--- src/rtl/piso_shift_reader.sv ---
// rtl/piso_shift_reader.sv - parallel-in serial-out word reader with load handshake and last-bit flag
module piso_shift_reader #(
    parameter int WIDTH      = 8,
    parameter bit MSB_FIRST  = 1'b1,
    parameter bit IDLE_LEVEL = 1'b0
) (
    input  logic             clk,
    input  logic             rst,
    input  logic             load_valid,
    output logic             load_ready,
    input  logic [WIDTH-1:0] data_in,
    input  logic             shift_en,
    output logic             ser_out,
    output logic             ser_valid,
    output logic             ser_last,
    output logic             busy
);

    localparam int CW = $clog2(WIDTH);
    localparam logic [CW-1:0] LAST_CNT = CW'(WIDTH - 1);

    typedef enum logic {
        IDLE  = 1'b0,
        SHIFT = 1'b1
    } state_t;

    state_t           state, state_nxt;
    logic [WIDTH-1:0] sreg, sreg_nxt;
    logic [CW-1:0]    cnt, cnt_nxt;
    logic             at_last;
    logic             accept;
    logic             out_bit_nxt;
    logic             last_nxt;

    // The word's final bit is on the wire whenever we are shifting with cnt at its top value
    assign at_last    = (state == SHIFT) && (cnt == LAST_CNT);
    // Ready either from idle, or on the final enabled bit so the next word follows with no gap
    assign load_ready = (state == IDLE) || (at_last && shift_en);
    assign accept     = load_valid && load_ready;

    // Next-state, next shift-register contents and the values the output flops will take
    always_comb begin
        state_nxt = state;
        sreg_nxt  = sreg;
        cnt_nxt   = cnt;
        case (state)
            IDLE: begin
                if (accept) begin
                    state_nxt = SHIFT;
                    sreg_nxt  = data_in;
                    cnt_nxt   = '0;
                end
            end
            SHIFT: begin
                if (shift_en) begin
                    if (!at_last) begin
                        sreg_nxt = MSB_FIRST ? (sreg << 1) : (sreg >> 1);
                        cnt_nxt  = cnt + CW'(1);
                    end else if (accept) begin
                        sreg_nxt = data_in;
                        cnt_nxt  = '0;
                    end else begin
                        state_nxt = IDLE;
                        sreg_nxt  = '0;
                        cnt_nxt   = '0;
                    end
                end
            end
            default: begin
                state_nxt = IDLE;
                sreg_nxt  = '0;
                cnt_nxt   = '0;
            end
        endcase

        out_bit_nxt = IDLE_LEVEL;
        last_nxt    = 1'b0;
        if (state_nxt == SHIFT) begin
            out_bit_nxt = MSB_FIRST ? sreg_nxt[WIDTH-1] : sreg_nxt[0];
            last_nxt    = (cnt_nxt == LAST_CNT);
        end
    end

    // State, datapath and output registers; reset discards any word in flight
    always_ff @(posedge clk or posedge rst) begin
        if (rst) begin
            state     <= IDLE;
            sreg      <= '0;
            cnt       <= '0;
            ser_out   <= IDLE_LEVEL;
            ser_valid <= 1'b0;
            ser_last  <= 1'b0;
            busy      <= 1'b0;
        end else begin
            state     <= state_nxt;
            sreg      <= sreg_nxt;
            cnt       <= cnt_nxt;
            ser_out   <= out_bit_nxt;
            ser_valid <= (state_nxt == SHIFT);
            ser_last  <= last_nxt;
            busy      <= (state_nxt == SHIFT);
        end
    end

endmodule

--- config.mk ---
export PLATFORM = sky130hd
export DESIGN_NAME = piso_shift_reader
export DESIGN_NICKNAME = d
export VERILOG_FILES = /design/src/rtl/piso_shift_reader.sv
export SDC_FILE = /design/constraint.sdc
export NUM_CORES = 1
export LEC_CHECK = 0
export ABC_AREA = 0
export BUFFER_PORTS_ARGS = -buffer_cell sky130_fd_sc_hd__clkbuf_2
export CAP_MARGIN = 30
export CORE_AREA = 2 2 45 55
export CTS_BUF_LIST = sky130_fd_sc_hd__clkbuf_8
export DETAILED_ROUTE_END_ITERATION = 6
export DIE_AREA = 0 0 47 57
export HOLD_SLACK_MARGIN = 0.12
export REMOVE_ABC_BUFFERS = 1
export SYNTH_ARGS = -nofsm -noshare
export SYNTH_HDL_FRONTEND = slang
export SYNTH_SLANG_ARGS = --single-unit
--- constraint.sdc ---
create_clock -name clk -period 1.65 [get_ports clk]
set_clock_uncertainty 0.15 [all_clocks]
set_input_delay 0.0825 -clock clk [delete_from_list [all_inputs] [get_ports clk]]
set_output_delay 0.0825 -clock clk [all_outputs]
set_load 0.01 [all_outputs]
### Word-level counts from Yosys, hierarchy flattened

Index checks and enable logic that the tools add are counted.

| operators by class | value |
|---|---|
| $add $sub $neg | 1 |
| eq/ne operators | 4 |
| bitwise gates (word level) | 1 |
| mux-type cells | 15 |
| reduce and logical (&&, ||, !) cells | 5 |

Operator list:

| cell | number |
|---|---|
| $mux W8 | 4 |
| $pmux W8 S2 | 1 |
| $mux W3 | 3 |
| $eq A3 B3 Y1 const B | 2 |
| $pmux W3 S2 | 1 |
| $mux W1 | 5 |
| $ne A2 B2 Y1 const B | 2 |
| $add A3 B1 Y3 const B | 1 |
| $logic_and A1 B1 Y1 | 3 |
| $pmux W1 S2 | 1 |
| $reduce_and A2 Y1 | 1 |
| $logic_or A1 B1 Y1 | 1 |
| $not A1 Y1 | 1 |

| word-level totals | value |
|---|---|
| bits of input ports | 12 |
| register bits | 14 |
| word-level logic and storage cells | 32 |
| output and inout bits | 5 |

### Longest topological paths before layout

Gate-level depths: netlist of the first run.

| depth | value |
|---|---|
| word-level depth | 10 |
| mapped depth | 6 |
| gate-level depth less buffers | 5 |

### Worst setup path before layout of the first run

No wires, ideal clock.

| timing | value |
|---|---|
| path kind | reg-to-reg |
| start | reg cnt[0] |
| end | reg sreg[2] |
| buffers on the path | 1 |
| clock period less this slack | 1621 ps |
| required time | 1377 ps |
| path slack | 29 ps |
| arrival | 1348 ps |
| setup time | 123 ps |
| stages on the path, launching flop included | 6 |
| cell sequence | dfrtp_1 ha_1 ha_1 buf_4 a311o_1 o221a_2 |

| between the ends | value |
|---|---|
| word-level cells in the longest chain between the ends | 9 |
| elaborated cells between the ends (all ways) | 11 |
| classes of those cells | 2 x eq/ne; 4 x mux; 5 x reduce/logical |

RTL lines:

| what | line | source |
|---|---|---|
| from (decl) | 29 | `logic [CW-1:0] cnt, cnt_nxt;` |
| from (signal assigned) | 97 | `cnt <= cnt_nxt;` |
| $eq A3 B3 Y1 (*) | 36 | `assign at_last = (state == SHIFT) && (cnt == LAST_CNT);` |
| $logic_and A1 B1 Y1 (*) | 36 |  |
| $logic_and A1 B1 Y1 | 38 | `assign load_ready = (state == IDLE) \|\| (at_last && shift_en);` |
| $logic_or A1 B1 Y1 | 38 |  |
| $logic_and A1 B1 Y1 | 39 | `assign accept = load_valid && load_ready;` |
| $mux W8 | 59 | `end else if (accept) begin` |
| $mux W8 | 56 | `if (!at_last) begin` |
| $mux W8 | 55 | `if (shift_en) begin` |
| $pmux W8 S2 | 46 | `case (state)` |
| to (signal assigned) | 96 | `sreg <= sreg_nxt;` |
| to (decl) | 28 | `logic [WIDTH-1:0] sreg, sreg_nxt;` |

Every way passes the cells marked *; elsewhere a longest branch is shown, timed or not. The select of a mux whose other input is x is not followed.
A chain may end at the register's enable or synchronous reset.

### Worst setup path in the final report of the first run

| timing | value |
|---|---|
| start | reg cnt[1] |
| end | reg sreg[2] |

Same word-level chain as after synthesis.

==> flow_summary.toml, run 1 <==
[run_status]
status = "finished, violations left"
violations = "negative setup slack"

[power]
power_frac_comb_pct = 42.8
power.share.clock_pct = 22.4
power.internal_mw = 1.05
p_seq_share_pct = 34.9
power.density_mw_per_mm2 = 1290
p_switching_mw = 0.485
vdd_drop_max_v = 0.000551
p_leak_nw = 0.551
fin_total_pwr_mw = 1.53
p_sw_share_pct = 31.7

[sta]
rsz0062_at_grt = "yes"
tightestPinTransition_ps = 521
fin_tns_setup_ps = -12.0
setup_viol_count_final = 3
worst_slack_ps = -6.94
max_slew_margin_pct = 65.2
min_period_over_period_pct = 100
hold_viol = 0
finalCriticalPeriod_ps = 1660
hold_ws_ps = 127
timing.fmax_mhz = 604
drv_slew = 0

[logic_synthesis]
synth_top_cells_by_area = "dfrtp_1, and2b_1, mux2i_1"
yosysUniqueCellTypes = 28
yosysTopAreaCell = "dfrtp_1"
yosysSeqAreaShare_pct = 43.1
syn_area_per_cell_um2 = 10.3
synth_compound_area_share_pct = 23.7
synthXorXnorAreaFrac_pct = 0
postSynthCellCount = 79
synth.yosys.warnings = 0
synthAdderAreaFrac_pct = 3.08
synth_top_family_by_area = "compound AO/OA/AOI/OAI gates"
synthSimpleGateAreaFrac_pct = 18.6
synth_area_um2 = 812
synth_top_cell_area_share_pct = 43.1
synthMuxAreaShare_pct = 4.93
ys_ff_latch = 14

[clocking]
clock_path_buffers = 2
root_buffer = "clkbuf_8"
numCtsBuffers = 3
clk_pin_slew_ps = 60
clock_sinks = 14
clkLatencyLatePin_ps = 250
cts_tree = "done"
htreeDepth = 1

[cells_and_area]
layout.nets = 128
nFillCells = 207
layout-drive-gt1-share_pct = 35.4
multi_input_area_um2 = 475
diodes = 0
final_core_util_pct = 54.5
syn_to_final_growth_pct = 46.8
register_area_um2 = 350

[critical_path]
rr_endpoint = "sreg[2]$_DFFE_PP0P_"
arrival_ps = 1640
r2r_slack_ps = -7
end_kind = "flop"
worstRegToRegCells = 6
crit_required_ps = 1640
critPathKind = "flop to flop"
start_kind = "flop"
crit_fanout = 9
r2r-start = "cnt[1]$_DFF_PP0_"

[global_route]
grt_overflow = 0
grt_start_max_net_pins = 16
grt_pass1_wl_um = 2970
grt_pass1_vias = 710
track_usage_pct = 15.4
antenna_found_initial = 0

[route]
dr.first_iter.drc_count = 10
via_per_inst = 5.08
top_layer = "met4"
vias = 731
wl_per_cell_um = 13.0
ant_nets = 0
met1_length_um = 828
routed_wl_um = 1870
drc_errors = 0
route.met2.wl_um = 941
dr.pass1.iters = 4
wl_met3_um = 45

[die]
initial_core_util_pct = 37.1
num_rows = 19
ios = 17
die_h_um = 57
dieArea_mm2 = 0.00268
core_mm2 = 0.00219
die_w_um = 47

[hold_path]
min_path_cells = 3
min_to = "state$_DFF_PP0_"
min_from = "shift_en"
min_path_type = "primary input to flop"

[place]
place_congestion = 0.756
dp_hpwl_um = 1220
port_buffers = 16
post-place-ws_ps = -178

[run]
maxCapViolCount = 0
-- worst max-delay path by stage --
stage	start	to	slack, ps	depth (start not counted)
finish	cnt[1]$_DFF_PP0_	sreg[2]$_DFFE_PP0P_	-7	6
global route	cnt[1]$_DFF_PP0_	sreg[1]$_DFFE_PP0P_	-60	6
CTS	cnt[1]$_DFF_PP0_	sreg[2]$_DFFE_PP0P_	-8	6
detailed placement	cnt[1]$_DFF_PP0_	sreg[2]$_DFFE_PP0P_	-180	5
global placement	cnt[0]$_DFF_PP0_	sreg[6]$_DFFE_PP0P_	-100	5
floorplan	cnt[0]$_DFF_PP0_	sreg[7]$_DFF_PP0_	-70	5
-- cell usage in the layout, fill, tap and decap left out --
cell / Yosys / layout
and2b_1: 6 / 6
o221a_1: 2 / 2
nor2_1: 4 / 4
nand2b_1: 4 / 4
dlygate4sd3_1: 0 / 9
a22o_1: 2 / 2
a21bo_4: 0 / 1
inv_1: 3 / 3
buf_4: 4 / 8
a21oi_1: 1 / 1
dfrtp_1: 14 / 14
nor2_2: 1 / 1
nand3b_1: 1 / 1
nor2b_2: 0 / 1
o32a_1: 1 / 1
nand3_1: 1 / 1
o221a_2: 1 / 1
nand2_1: 7 / 7
buf_12: 0 / 1
a311o_1: 3 / 3
o22ai_1: 1 / 1
clkbuf_2: 0 / 16
ha_4: 0 / 1
nor2b_1: 2 / 1
clkbuf_8: 0 / 4
ha_2: 0 / 1
a31oi_4: 0 / 2
a31oi_1: 3 / 1
mux2i_1: 4 / 4
buf_6: 1 / 1
o21ai_0: 4 / 3
o221ai_2: 0 / 2
o21ai_1: 0 / 1
a21boi_0: 1 / 1
and3b_1: 1 / 1
o221ai_1: 3 / 1
a21o_1: 1 / 1
-- cell usage after synthesis, drive strengths merged --
cell type and number:
o22ai 1, a22o 2, nand2 7, and2b 6
a21boi 1, a21bo 1, o221a 3, ha 2
nand2b 4, nand3 1, o32a 1, a31oi 3
and3b 1, buf 5, a311o 3, dfrtp 14
inv 3, a21oi 1, nor2b 2, o21ai 4
o221ai 3, a21o 1, mux2i 4, nand3b 1
nor2 5
-- area by class of cell --
cell class	count	area share, %
Tap cell	31	3.25
Multi-Input combinational cell	57	39.9
Sequential cell	14	29.4
Timing Repair Buffer	35	21.9
Inverter	3	0.944
Clock buffer	4	4.62
-- cell families after synthesis --
| group | count (synthesis) |
|---|---|
| and+or+nand+nor | 27 |
| AOI/OAI and AO/OA | 24 |
| DFF | 14 |
| buffers and inverters | 8 |
| muxes | 4 |
| adders and majority gates | 2 |
-- power by group through the flow --
stage | registers, mW | clock network, mW | logic, mW
after floorplan | 0.532 | 0 | 0.314
after global placement | 0.531 | 0 | 0.470
after detailed placement | 0.534 | 0 | 0.488
after CTS | 0.532 | 0.353 | 0.588
after global routing | 0.547 | 0.370 | 0.726
final | 0.535 | 0.343 | 0.655
-- metrics by stage --
stage	area, µm²	cells
finish	1190	144
global route	1190	144
CTS	1140	144
detailed placement	935	127
global placement	935	127
floorplan	771	74
-- worst max-delay path, stage by stage (launching register included) --
cell and delay (ps):
dfrtp_1 360, ha_2 200, ha_4 170, buf_12 120, and2b_1 170, a311o_1 260
o221a_2 120
-- registers in the layout, summed over array words and instances, names as in the netlist --
name,count
ser_out,1
state,1
cnt,3
ser_last,1
sreg,8
-- per-layer routing --
layer  vias to the layer above  global-route usage, %
li1                        359                      -
met1                       354                   18.2
met2                        13                   25.2
met3                         5                   1.90
met4                         0                   9.52
met5                         -                      0
-- what timing repair did --
item	4_1_cts	5_1_grt
gates cloned	0	0
hold endpoints to repair	23	0
pin swaps	2	3
hold buffers	9	0
endpoints found under the setup margin	13	9
buffers inserted	5	0
gates resized for setup	4	9
Power figures use the tool's default switching activity.
==> run 2, diff against run 1 <==
--- a/config.mk
+++ b/config.mk
@@ -5,7 +5,7 @@
 export SDC_FILE = /design/constraint.sdc
 export NUM_CORES = 1
 export LEC_CHECK = 0
-export ABC_AREA = 0
+export ABC_AREA = 1
 export BUFFER_PORTS_ARGS = -buffer_cell sky130_fd_sc_hd__clkbuf_2
 export CAP_MARGIN = 30
 export CORE_AREA = 2 2 45 55
@@ -14,6 +14,7 @@
 export DIE_AREA = 0 0 47 57
 export HOLD_SLACK_MARGIN = 0.12
 export REMOVE_ABC_BUFFERS = 1
+export SKIP_LAST_GASP = 1
 export SYNTH_ARGS = -nofsm -noshare
 export SYNTH_HDL_FRONTEND = slang
 export SYNTH_SLANG_ARGS = --single-unit
==> flow_summary.toml, run 2 <==
[critical_path]
crit_required_ps = 1640
rr_endpoint = "ser_out$_DFF_PP0_"
r2r-start = "cnt[1]$_DFF_PP0_"
start_kind = "flop"
end_kind = "flop"
critPathKind = "flop to flop"
crit_fanout = 4
worstRegToRegCells = 10
r2r_slack_ps = 90
arrival_ps = 1540

[power]
power.internal_mw = 0.966
p_sw_share_pct = 36.9
p_leak_nw = 0.546
p_seq_share_pct = 37.4
power_frac_comb_pct = 40.2
p_switching_mw = 0.565
power.share.clock_pct = 22.4
power.density_mw_per_mm2 = 1400
vdd_drop_max_v = 0.000853

[clocking]
numCtsBuffers = 3
htreeDepth = 1
clk_pin_slew_ps = 60
clock_sinks = 14
clock_path_buffers = 2
cts_tree = "done"
clkLatencyLatePin_ps = 250
root_buffer = "clkbuf_8"

[logic_synthesis]
synth_area_um2 = 807
postSynthCellCount = 100
post-synth-top-count-cell = "nand2_1"
yosysUniqueCellTypes = 21
syn_area_per_cell_um2 = 8.07
yosysTopAreaCell = "dfrtp_1"
synth_top_cell_area_share_pct = 43.4
yosysSeqAreaShare_pct = 43.4
synthFlopType = "dfrtp_1"
synth_top_cells_by_area = "dfrtp_1, nand2_1, nand2_4"
synth.yosys.warnings = 0
synth_edf_count = 0
ys_ff_latch = 14
synth_common_cells = "nand2_1, dfrtp_1, inv_1"
async_reset_ff_share_pct = 100

[cells_and_area]
final_cell_mix = "nand2_1, clkbuf_2, dfrtp_1, dlygate4sd3_1, inv_1"
layout-drive-gt1-share_pct = 28.5
nFillCells = 231
mostFrequentLayoutCell = "nand2_1"
largest_reg_flops = 8
regMostFlops = "sreg"
syn_to_final_growth_pct = 35.5
final_area_mm2 = 0.00109
register_area_um2 = 350
diodes = 0
layout.nets = 145
multi_input_area_um2 = 395
reg_top3 = "sreg: 8 flops, cnt: 3 flops"
instances_no_fill = 161

[sta]
finalCriticalPeriod_ps = 1560
worst_slack_ps = 92.8
tightestPinTransition_ps = 541
setup_viol_count_final = 0
fin_tns_setup_ps = 0
hold_viol = 0
max_slew_margin_pct = 63.9
drv_slew = 0
timing.fmax_mhz = 642
min_period_over_period_pct = 94.4

[place]
placed_cells = 144
port_buffers = 16
dp_hpwl_um = 1290
place_congestion = 0.833
place_area_um2 = 896
post-place-ws_ps = -0.547

[route]
ant_nets = 0
dr.pass1.iters = 4
wl_per_cell_um = 10.8
dr.first_iter.drc_count = 17
drc_errors = 0
routed_wl_um = 1740
vias = 747
via_per_inst = 4.64

[die]
num_rows = 19
dieArea_mm2 = 0.00268
die_h_um = 57
ios = 17
core_mm2 = 0.00219
die_w_um = 47
initial_core_util_pct = 36.9

[global_route]
grt_pass1_wl_um = 2770
antenna_found_initial = 0
grt_pass1_vias = 633
track_usage_pct = 14.3
grt_start_max_net_pins = 15
grt_overflow = 0

[hold_path]
min_path_type = "primary input to asynchronous set/reset pin"

[run]
maxCapViolCount = 0

[run_status]
status = "complete, no violations"
==> run 2: critical path, stage by stage (launching register included) <==
cell     delay (ps)
dfrtp_1         390
ha_2            200
ha_4            170
nand2_2         100
inv_1            70
nor2_1          100
nor2_1           40
nand2_1          80
nand2_2          50
nand2_2          70
nor2_2           30
==> run 2: through the flow <==
step	util [%]	hold slack [ps]	power (mW)
2_1_floorplan	-	-178	0.951
3_3_place_gp	41.0	-14.8	1.10
3_5_place_dp	41.0	-10.6	1.11
4_1_cts	48.6	277	1.48
5_1_grt	50.0	303	1.64
6_report	50.0	253	1.53
==> run 2: worst max path at each step <==
stage	from	end	slack [ps]	cells after the start
finish	cnt[1]$_DFF_PP0_	ser_out$_DFF_PP0_	90	10
floorplan	cnt[0]$_DFF_PP0_	ser_out$_DFF_PP0_	110	10
global placement	cnt[0]$_DFF_PP0_	ser_out$_DFF_PP0_	60	10
detailed placement	cnt[0]$_DFF_PP0_	ser_out$_DFF_PP0_	-0.5	10
global route	cnt[1]$_DFF_PP0_	ser_out$_DFF_PP0_	-10	10
CTS	cnt[0]$_DFF_PP0_	ser_out$_DFF_PP0_	20	10
==> run 2: what timing repair did <==
action | in CTS | in global routing
buffers inserted | 0 | 2
hold buffers | 11 | 0
pin swaps | 0 | 2
gates resized for setup | 1 | 3
gates cloned | 0 | 0
endpoints found under the hold margin | 27 | 0
setup endpoints to repair | 2 | 6
==> run 2: per-layer routing <==
metal | vias to the layer above | wire length, µm | share of wire, % | global-route usage, %
met5 | - | 0 | 0 | 0
met3 | 4 | 76 | 4.4 | 2.85
li1 | 383 | - | - | -
met2 | 21 | 833 | 48 | 21.5
met4 | 0 | 24 | 1.4 | 5.95
met1 | 339 | 806 | 46 | 19.8
==> run 2: cell families after synthesis <==
logic type	Yosys count	synth area share [%]
buffers and inverters	16	9.77
AO/OA/AOI/OAI	14	10.4
adder cells (fa/ha/maj)	2	3.10
AND/OR/NAND/NOR	54	33.3
flip-flops	14	43.4
==> run 2: layout make-up <==
class	instances	share of cell area [%]
clock buffer	4	5.03
multi-input combinational	70	36.2
tap	31	3.55
timing repair buffer	29	18.8
inverter	13	4.46
sequential	14	32.0
==> run 2: power by group through the flow <==
stage	sequential, mW	combinational (mW)	clock (mW)
CTS	0.567	0.563	0.346
finish	0.573	0.616	0.343
global placement	0.571	0.525	0
floorplan	0.565	0.385	0
detailed placement	0.571	0.536	0
global route	0.594	0.687	0.357
